==> src/rtl/pipe_pkg.sv <==
// Shared types and constants for the pipeline stage register.
package pipe_pkg;

    // Occupancy of the stage: nothing held, main register held, main and skid held.
    typedef enum logic [1:0] {
        EMPTY = 2'b00,
        ONE   = 2'b01,
        TWO   = 2'b10
    } state_t;

    // Upper bound on the control-vector width that NOP_CTRL can be sliced to.
    localparam int CTRL_W_MAX = 1024;

    // All-zero control vector: a bubble that does nothing in any stage.
    localparam logic [CTRL_W_MAX-1:0] NOP_CTRL = '0;

    // A stalled cycle is one where the head entry is valid but not taken.
    function automatic logic stall_cond(input logic valid, input logic ready);
        return valid & ~ready;
    endfunction

endpackage

==> src/rtl/pipe_sat_counter.sv <==
// Saturating up-counter; sticks at all-ones and is cleared only by reset.
module pipe_sat_counter #(
    parameter int W = 16
) (
    input  logic         clk,
    input  logic         reset,
    input  logic         inc,
    output logic [W-1:0] value
);

    logic [W-1:0] value_q;
    logic [W-1:0] value_d;

    // Next count: add one unless already saturated.
    always_comb begin
        value_d = value_q;
        if (inc && (value_q != {W{1'b1}})) begin
            value_d = value_q + {{(W-1){1'b0}}, 1'b1};
        end else begin
            value_d = value_q;
        end
    end

    // Count register with asynchronous clear.
    always_ff @(posedge clk or posedge reset) begin
        if (reset) begin
            value_q <= '0;
        end else begin
            value_q <= value_d;
        end
    end

    assign value = value_q;

endmodule

==> src/rtl/pipeline_stage_reg.sv <==
// Valid/ready pipeline stage register with optional 2-entry skid buffer,
// synchronous flush and a saturating stall counter.
module pipeline_stage_reg #(
    parameter int                DATA_W    = 32,
    parameter int                CTRL_W    = 16,
    parameter logic [DATA_W-1:0] RESET_VAL = '0,
    parameter int                SKID      = 1,
    parameter int                CNT_W     = 16
) (
    input  logic              clk,
    input  logic              reset,
    input  logic              flush,
    input  logic              in_valid,
    output logic              in_ready,
    input  logic [DATA_W-1:0] in_data,
    input  logic [CTRL_W-1:0] in_ctrl,
    output logic              out_valid,
    input  logic              out_ready,
    output logic [DATA_W-1:0] out_data,
    output logic [CTRL_W-1:0] out_ctrl,
    output logic [CNT_W-1:0]  stall_count
);

    import pipe_pkg::*;

    localparam logic [CTRL_W-1:0] NOP     = NOP_CTRL[CTRL_W-1:0];
    localparam logic              SKID_EN = (SKID != 0);

    state_t             state_q;
    state_t             state_d;
    logic [DATA_W-1:0]  main_data_q;
    logic [DATA_W-1:0]  main_data_d;
    logic [CTRL_W-1:0]  main_ctrl_q;
    logic [CTRL_W-1:0]  main_ctrl_d;
    logic [DATA_W-1:0]  skid_data_q;
    logic [DATA_W-1:0]  skid_data_d;
    logic [CTRL_W-1:0]  skid_ctrl_q;
    logic [CTRL_W-1:0]  skid_ctrl_d;
    logic               accept_s;
    logic               issue_s;

    assign out_valid = (state_q != EMPTY);
    assign accept_s  = in_valid & in_ready;
    assign issue_s   = out_valid & out_ready;

    // main_ctrl_q is cleared whenever the stage empties, so the head control
    // is already a NOP while out_valid is low and can be driven straight out.
    assign out_data  = main_data_q;
    assign out_ctrl  = main_ctrl_q;

    generate
        if (SKID != 0) begin : g_skid_ready
            // Registered-state only: breaks the out_ready -> in_ready path.
            assign in_ready = !reset && (state_q != TWO);
        end else begin : g_pass_ready
            assign in_ready = !reset && (!out_valid || out_ready);
        end
    endgenerate

    // Handshake FSM next state and register loads; flush overrides everything.
    always_comb begin
        state_d     = state_q;
        main_data_d = main_data_q;
        main_ctrl_d = main_ctrl_q;
        skid_data_d = skid_data_q;
        skid_ctrl_d = skid_ctrl_q;
        if (flush) begin
            state_d     = EMPTY;
            main_ctrl_d = NOP;
            skid_ctrl_d = NOP;
        end else begin
            case (state_q)
                EMPTY: begin
                    if (accept_s) begin
                        main_data_d = in_data;
                        main_ctrl_d = in_ctrl;
                        state_d     = ONE;
                    end else begin
                        state_d = EMPTY;
                    end
                end
                ONE: begin
                    if (accept_s && issue_s) begin
                        main_data_d = in_data;
                        main_ctrl_d = in_ctrl;
                        state_d     = ONE;
                    end else if (accept_s && SKID_EN) begin
                        skid_data_d = in_data;
                        skid_ctrl_d = in_ctrl;
                        state_d     = TWO;
                    end else if (issue_s) begin
                        main_ctrl_d = NOP;
                        state_d     = EMPTY;
                    end else begin
                        state_d = ONE;
                    end
                end
                TWO: begin
                    if (issue_s) begin
                        main_data_d = skid_data_q;
                        main_ctrl_d = skid_ctrl_q;
                        skid_ctrl_d = NOP;
                        state_d     = ONE;
                    end else begin
                        state_d = TWO;
                    end
                end
                default: begin
                    state_d     = EMPTY;
                    main_ctrl_d = NOP;
                    skid_ctrl_d = NOP;
                end
            endcase
        end
    end

    // State, main and skid registers with asynchronous reset.
    always_ff @(posedge clk or posedge reset) begin
        if (reset) begin
            state_q     <= EMPTY;
            main_data_q <= RESET_VAL;
            main_ctrl_q <= NOP;
            skid_data_q <= '0;
            skid_ctrl_q <= NOP;
        end else begin
            state_q     <= state_d;
            main_data_q <= main_data_d;
            main_ctrl_q <= main_ctrl_d;
            skid_data_q <= skid_data_d;
            skid_ctrl_q <= skid_ctrl_d;
        end
    end

    pipe_sat_counter #(
        .W (CNT_W)
    ) u_stall_cnt (
        .clk   (clk),
        .reset (reset),
        .inc   (stall_cond(out_valid, out_ready)),
        .value (stall_count)
    );

endmodule
==> config.mk <==
export PLATFORM = sky130hd
export DESIGN_NAME = pipeline_stage_reg
export DESIGN_NICKNAME = d
export VERILOG_FILES = /design/src/rtl/pipe_pkg.sv /design/src/rtl/pipe_sat_counter.sv /design/src/rtl/pipeline_stage_reg.sv
export SDC_FILE = /design/constraint.sdc
export NUM_CORES = 1
export LEC_CHECK = 0
export CAP_MARGIN = 10
export CORE_MARGIN = 10
export CORE_UTILIZATION = 46
export CTS_CLUSTER_DIAMETER = 80
export DETAILED_ROUTE_END_ITERATION = 10
export GPL_ROUTABILITY_DRIVEN = 0
export MAX_ROUTING_LAYER = met4
export PLACE_DENSITY = 0.76
export SLEW_MARGIN = 0
export SYNTH_ARGS = -nofsm -noshare
export SYNTH_HDL_FRONTEND = slang
export SYNTH_SLANG_ARGS = --single-unit
export TNS_END_PERCENT = 10
==> constraint.sdc <==
create_clock -name clk -period 3.5 [get_ports clk]
set_input_delay 0.7 -clock clk [delete_from_list [all_inputs] [get_ports clk]]
set_output_delay 0.7 -clock clk [all_outputs]
set_load 0.02 [all_outputs]
==> impl_metrics.csv, run 1 <==
group,metric,value,unit
outcome,run_status,"complete, no violations",
grt,globalRouteTotalUtil,17.53,%
worst_setup_path,timing.critical_path.required,3810,ps
detailed_routing,wl_per_cell,19.06,um
pwr,total_leakage_power,0.003166,uW
timing,clock-skew-final,12.24,ps
floorplanning,chipHeight,129.7,um
timing,setup_violations,0,
timing,setup_total_negative_slack,0,ps
floorplanning,floorplan.core_area,11910,um2
worst_setup_path,critPathSlowestCell,"sky130_fd_sc_hd__clkdlybuf4s50_1",
grt,grt_first_pass_wirelength,22.67,mm
logic_synthesis,synthAdderAreaFrac,0.6783,%
placement,port_buffers,118,
worst_setup_path,worst_path_largest_cell_delay,500,ps
detailed_routing,drt_iter0_markers,251,
cts,clk_pin_slew_worst_paths,60,ps
cts,clock_tree.root_cell,"sky130_fd_sc_hd__clkbuf_16",
detailed_routing,wl,13.73,mm
final_layout,most_frequent_standard_cell_in_the_layout_excluding_fill_and_tap_cells,"sky130_fd_sc_hd__clkdlybuf4s50_1",
final_layout,layout.cells.most_common_list,"118 x sky130_fd_sc_hd__clkdlybuf4s50_1, 114 x sky130_fd_sc_hd__dfrtp_1, 85 x sky130_fd_sc_hd__mux2_2, 34 x sky130_fd_sc_hd__inv_1, 25 x sky130_fd_sc_hd__nand2_1",
worst_setup_path,arrival_time_at_the_worst_endpoint,3110,ps
timing,timing.max_slew.rel_slack,25.33,%
timing,worstMarginPinSlew,1114,ps
timing,period_needed,2793,ps
floorplanning,die_outline_width,129.7,um
floorplanning,fp.dieArea,16820,um2
placement,detailedPlacementHpwl,9.410,mm
logic_synthesis,postSynthNetCount,491,
logic_synthesis,unique_cell_type_count_in_the_yosys_netlist,48,
logic_synthesis,muxShareOfSynthArea,22.63,%
logic_synthesis,post_synth.cell_area_avg,12.72,um2
floorplanning,start_util,46.46,%
cts,postCtsSetupRepairBufs,0,
logic_synthesis,syn-instance-count,435,
pwr,ir_worst_vdd,533.8,uV
logic_synthesis,synth_seq_cells,114,
logic_synthesis,synth-warning-count,0,
logic_synthesis,synth-edff-count,0,
final_layout,synthToLayoutAreaGrowth,34.66,%
detailed_routing,num_vias,3991,
detailed_routing,antenna_left,0,
final_layout,design_area,7452,um2
pwr,powerDensity,591.7,nW/um2
timing,achievable-frequency,358.0,MHz
grt,grt_max_degree,51,
detailed_routing,route.detailed.drc,0,
logic_synthesis,synth-compound-area-share,10.04,%
cts,tritoncts_num_sinks,114,
worst_setup_path,criticalPathCategory,"in -> reg",
timing,report.final.slew_viol_count,0,
cts,worst_skew_pair.late_latency,420,ps
logic_synthesis,async_flop_share,100.0,%
placement,placedCellCount,688,
floorplanning,core.rowCount,40,
floorplanning,io_pins,119,
timing,fin_crit_sh,79.81,%
cts,hold_buffers,0,
worst_setup_path,cp_max_fo,17,
cts,cts-buffers-inserted,17,
grt,grt.overflow.total,0,
job,maxCapViolCount,0,
final_layout,final_layout_size_suffix_gt1_share,26.18,%
final_layout,non_filler_instances,720,
worst_hold_path,hold_path.class,"reg -> reg",
placement,placed_cell_area,6868,um2
timing,timing_hold_violations_final,0,
detailed_routing,drt-vias-per-instance,5.543,
cts,cts.path.max_buffers,2,
logic_synthesis,synth-xor-area-share,2.374,%
final_layout,insertedDiodeCount,0,
cts,clock_h_tree_levels,4,
worst_setup_path,startpoint_type,"primary input",
grt,first_global_vias,4334,
logic_synthesis,largest_family_of_logic_cells_by_synthesized_area,"multiplexers",
timing,unrepaired_setup_endpoints_after_global_routing,"no",
grt,grt_antenna_before_repair,0,
detailed_routing,length_of_the_first_detailed_routing_pass_in_iterations,5,
final_layout,nNetsFinal,616,
cts,cts-resized-gates,0,
worst_setup_path,crit_path_cell_chain,"clkdlybuf4s50_1 -> nor2b_1 -> and2_1 -> ha_1 -> and4bb_1 -> o21bai_4 -> a21o_4 -> a211oi_1",
logic_synthesis,yosys.area_share.simple,7.167,%
cts,tritoncts,"yes",
logic_synthesis,syn_area,5534,um2
logic_synthesis,synth_sequential_area_ratio,51.55,%
logic_synthesis,synth_top_flop_cell,"sky130_fd_sc_hd__dfrtp_1",
worst_setup_path,worstSetupEndpointType,"flop",
## cell families after synthesis
group | Yosys count
AND/OR/NAND/NOR | 69
XOR/XNOR | 15
flip-flops | 114
buffers and inverters | 63
multiplexers | 113
AO/OA/AOI/OAI | 58
adder cells (fa/ha/maj) | 3
## area by class of cell
type	instances	area (um2)
multi-input combinational	258	2374
clock buffer	19	432.9
fill	967	4459
timing repair buffer	133	1319
tap	147	183.9
clock inverter	13	151.4
inverter	36	138.9
sequential	114	2853
## Yosys cell counts, types with 2 or more instances
master | count | area, um2
sky130_fd_sc_hd__a211oi_1 | 22 | 165.2
sky130_fd_sc_hd__a211oi_2 | 10 | 125.1
sky130_fd_sc_hd__a21oi_1 | 2 | 10.01
sky130_fd_sc_hd__a21oi_4 | 2 | 32.53
sky130_fd_sc_hd__a32o_1 | 16 | 160.2
sky130_fd_sc_hd__and2_1 | 2 | 12.51
sky130_fd_sc_hd__and3_1 | 2 | 12.51
sky130_fd_sc_hd__buf_1 | 3 | 11.26
sky130_fd_sc_hd__buf_2 | 9 | 45.04
sky130_fd_sc_hd__buf_4 | 4 | 30.03
sky130_fd_sc_hd__buf_6 | 6 | 67.56
sky130_fd_sc_hd__clkbuf_1 | 5 | 18.77
sky130_fd_sc_hd__dfrtp_1 | 114 | 2853
sky130_fd_sc_hd__ha_1 | 3 | 37.54
sky130_fd_sc_hd__inv_1 | 35 | 131.4
sky130_fd_sc_hd__mux2_1 | 12 | 135.1
sky130_fd_sc_hd__mux2_2 | 85 | 957.2
sky130_fd_sc_hd__mux2i_1 | 16 | 160.2
sky130_fd_sc_hd__nand2_1 | 25 | 93.84
sky130_fd_sc_hd__nand3_1 | 6 | 30.03
sky130_fd_sc_hd__nand4_1 | 5 | 31.28
sky130_fd_sc_hd__nor2_1 | 4 | 15.01
sky130_fd_sc_hd__nor3_1 | 3 | 15.01
sky130_fd_sc_hd__nor4_1 | 5 | 31.28
sky130_fd_sc_hd__nor4b_1 | 2 | 17.52
sky130_fd_sc_hd__or3_1 | 2 | 12.51
sky130_fd_sc_hd__xnor2_1 | 5 | 43.79
sky130_fd_sc_hd__xor2_1 | 10 | 87.58
## state kept, by name (all words and copies together) (netlist names)
signal	count
out_ctrl	16
state_q	2
skid_data_q	32
u_stall_cnt.value	16
out_data	32
skid_ctrl_q	16
## stage by stage
step                util [%]  worst slack [ps]  power, uW  hold slack, ps
detailed placement     57.66             347.4       2730           478.4
global route           62.56             576.5       4606           512.4
CTS                    62.56             730.3       4444           490.4
finish                 62.56             706.6       4410           486.9
global placement       57.66             462.6       2696           471.0
floorplan                  -             896.6       2254           473.6
## critical path: cells and delay by family
family	cells	cell delay [ps]
AOI/OAI and AO/OA	3	910
buffers and inverters	1	500
and+or+nand+nor	3	770
adders and majority gates	1	220
## power by group
group	internal [uW]	switching, uW	total [uW]
clock network	1060	648	1710
registers	1560	151	1720
logic	531	458	989
## metal layers
layer | routed length (um) | up-vias | track usage (%) | part of all wire (%)
li1 | - | 1813 | - | -
met1 | 6207 | 2027 | 21.65 | 45
met2 | 6512 | 137 | 27.01 | 47
met3 | 876 | 14 | 5.106 | 6.4
met4 | 130 | 0 | 6.019 | 0.95
met5 | 0 | - | - | 0
## worst paths after layout
path,startpoint,slack [ps],cells after the start,end
worst min register to register,out_data[1]$_DFFE_PP0P_,490,1,out_data[1]$_DFFE_PP0P_
max in group asynchronous,reset,1930,4,skid_ctrl_q[11]$_DFFE_PP0P_
worst max register to register,state_q[0]$_DFF_PP0_,900,8,out_ctrl[6]$_DFFE_PP0P_
worst max-delay path,in_valid,710,8,out_ctrl[10]$_DFFE_PP0P_
worst min-delay path,out_data[1]$_DFFE_PP0P_,490,1,out_data[1]$_DFFE_PP0P_
min in group asynchronous,reset,870,3,skid_ctrl_q[10]$_DFFE_PP0P_
Note: power is estimated with default switching activity, not from simulation.
==> run 2, diff against run 1 <==
CORE_UTILIZATION = 51   (was 46)
PLACE_DENSITY = 0.8   (was 0.76)
clock period = 2.88 ns   (was 3.5 ns; I/O delays follow)
==> impl_metrics.csv, run 2 (synthesis gave the netlist of run 1 again) <==
group,metric,value,unit
pwr,ir_worst_vdd,579.1,uV
grt,grt.overflow.total,0,
grt,first_global_vias,4304,
detailed_routing,antenna_left,0,
final_layout,layout.cells.most_common_list,"118 x sky130_fd_sc_hd__clkdlybuf4s50_1, 114 x sky130_fd_sc_hd__dfrtp_1, 85 x sky130_fd_sc_hd__mux2_2, 34 x sky130_fd_sc_hd__inv_1, 25 x sky130_fd_sc_hd__nand2_1",
worst_setup_path,arrival_time_at_the_worst_endpoint,2010,ps
floorplanning,core.rowCount,37,
detailed_routing,drt_iter0_markers,331,
cts,tritoncts,"yes",
cts,clock_tree.root_cell,"sky130_fd_sc_hd__clkbuf_8",
timing,setup_violations,0,
timing,report.final.slew_viol_count,0,
detailed_routing,length_of_the_first_detailed_routing_pass_in_iterations,5,
detailed_routing,drt-vias-per-instance,5.613,
final_layout,final_layout_size_suffix_gt1_share,27.12,%
grt,grt_antenna_before_repair,0,
final_layout,most_frequent_standard_cell_in_the_layout_excluding_fill_and_tap_cells,"sky130_fd_sc_hd__clkdlybuf4s50_1",
detailed_routing,wl,13.85,mm
cts,hold_buffers,0,
timing,unrepaired_setup_endpoints_after_global_routing,"no",
floorplanning,io_pins,119,
outcome,run_status,"complete, no violations",
detailed_routing,num_vias,4013,
floorplanning,floorplan.core_area,10460,um2
timing,final.hold.worst_slack,485.4,ps
pwr,powerDensity,716.3,nW/um2
timing,period_needed,2584,ps
timing,fin_crit_sh,89.74,%
timing,achievable-frequency,386.9,MHz
placement,detailedPlacementHpwl,9.468,mm
worst_setup_path,timing.critical_path.required,2300,ps
grt,globalRouteTotalUtil,19.00,%
pwr,total_leakage_power,0.003231,uW
timing,timing_hold_violations_final,0,
floorplanning,start_util,52.89,%
grt,grt_max_degree,62,
detailed_routing,route.detailed.drc,0,
cts,clk_pin_slew_worst_paths,60,ps
job,maxCapViolCount,0,
final_layout,final_core_utilization,72.06,%
cts,cts.path.max_buffers,2,
grt,grt_first_pass_wirelength,22.26,mm
cts,postCtsSetupRepairBufs,0,
placement,port_buffers,118,
floorplanning,fp.dieArea,15420,um2
worst_setup_path,startpoint_type,"flop",
timing,worstMarginPinSlew,597.4,ps
floorplanning,chipHeight,124.2,um
cts,cts-buffers-inserted,17,
cts,cts-resized-gates,0,
final_layout,nFillCells,732,
final_layout,synthToLayoutAreaGrowth,36.24,%
final_layout,nNetsFinal,622,
cts,clock_h_tree_levels,4,
final_layout,insertedDiodeCount,0,
cts,tritoncts_num_sinks,114,
detailed_routing,wl_per_cell,19.37,um
pwr,total_power,5401,uW
floorplanning,die_outline_width,124.2,um
timing,timing.max_slew.rel_slack,60.17,%
worst_setup_path,criticalPathCategory,"reg -> out",
final_layout,ff_latch_area,2853,um2
timing,clock-skew-final,8.982,ps
worst_setup_path,cp_max_fo,10,
cts,worst_skew_pair.late_latency,520,ps
final_layout,multi_input_area,2374,um2
worst_setup_path,worstSetupEndpointType,"primary output",
worst_hold_path,hold_path.class,"reg -> reg",
## run 2: final timing paths
check,start,endpoint,slack [ps],depth (start not counted)
min in group asynchronous,reset,skid_data_q[12]$_DFFE_PP0P_,550,3
worst max-delay path,state_q[0]$_DFF_PP0_,in_ready,300,4
worst min register to register,out_data[10]$_DFFE_PP0P_,out_data[10]$_DFFE_PP0P_,490,1
worst max register to register,state_q[1]$_DFF_PP0_,out_ctrl[6]$_DFFE_PP0P_,480,9
max in group asynchronous,reset,skid_data_q[10]$_DFFE_PP0P_,1710,4
worst min-delay path,out_data[10]$_DFFE_PP0P_,out_data[10]$_DFFE_PP0P_,490,1
## run 2: power by group
group | internal [uW] | switching, uW | total, uW | leakage (uW)
combinational | 654 | 566 | 1220 | 0.00148
clock | 1360 | 740 | 2100 | 0.000287
sequential | 1900 | 177 | 2080 | 0.00146
## run 2: worst max-delay path: stages, from the launching register on
cell	delay, ps
sky130_fd_sc_hd__dfrtp_1	370
sky130_fd_sc_hd__buf_4	180
sky130_fd_sc_hd__and2b_1	200
sky130_fd_sc_hd__nor2_1	110
sky130_fd_sc_hd__clkdlybuf4s50_1	620
## run 2: through the flow
stage               TNS, ps  cell area (um2)  worst slack [ps]  std cells
floorplan                 0             5538             276.6        435
global placement          0             6937             79.72        683
detailed placement   -23.18             6937            -15.97        683
CTS                       0             7540             277.3        715
global route              0             7540             215.7        715
finish                    0             7540             295.6        715
## run 2: layer usage
metal,GRT usage (%),vias up,part of all wire [%]
met5,-,-,0
met4,6.115,0,1.1
met3,4.796,18,6.2
met2,30.27,163,50
met1,23.24,2010,43
li1,-,1822,-
## run 2: layout make-up
type / instances / share of cell area (%)
clock inverters: 12 / 2.091
clock buffers: 20 / 5.908
repair buffers: 139 / 18.59
flip-flops and latches: 114 / 37.84
well taps: 136 / 2.257
multi-input cells: 258 / 31.48
inverters: 36 / 1.842
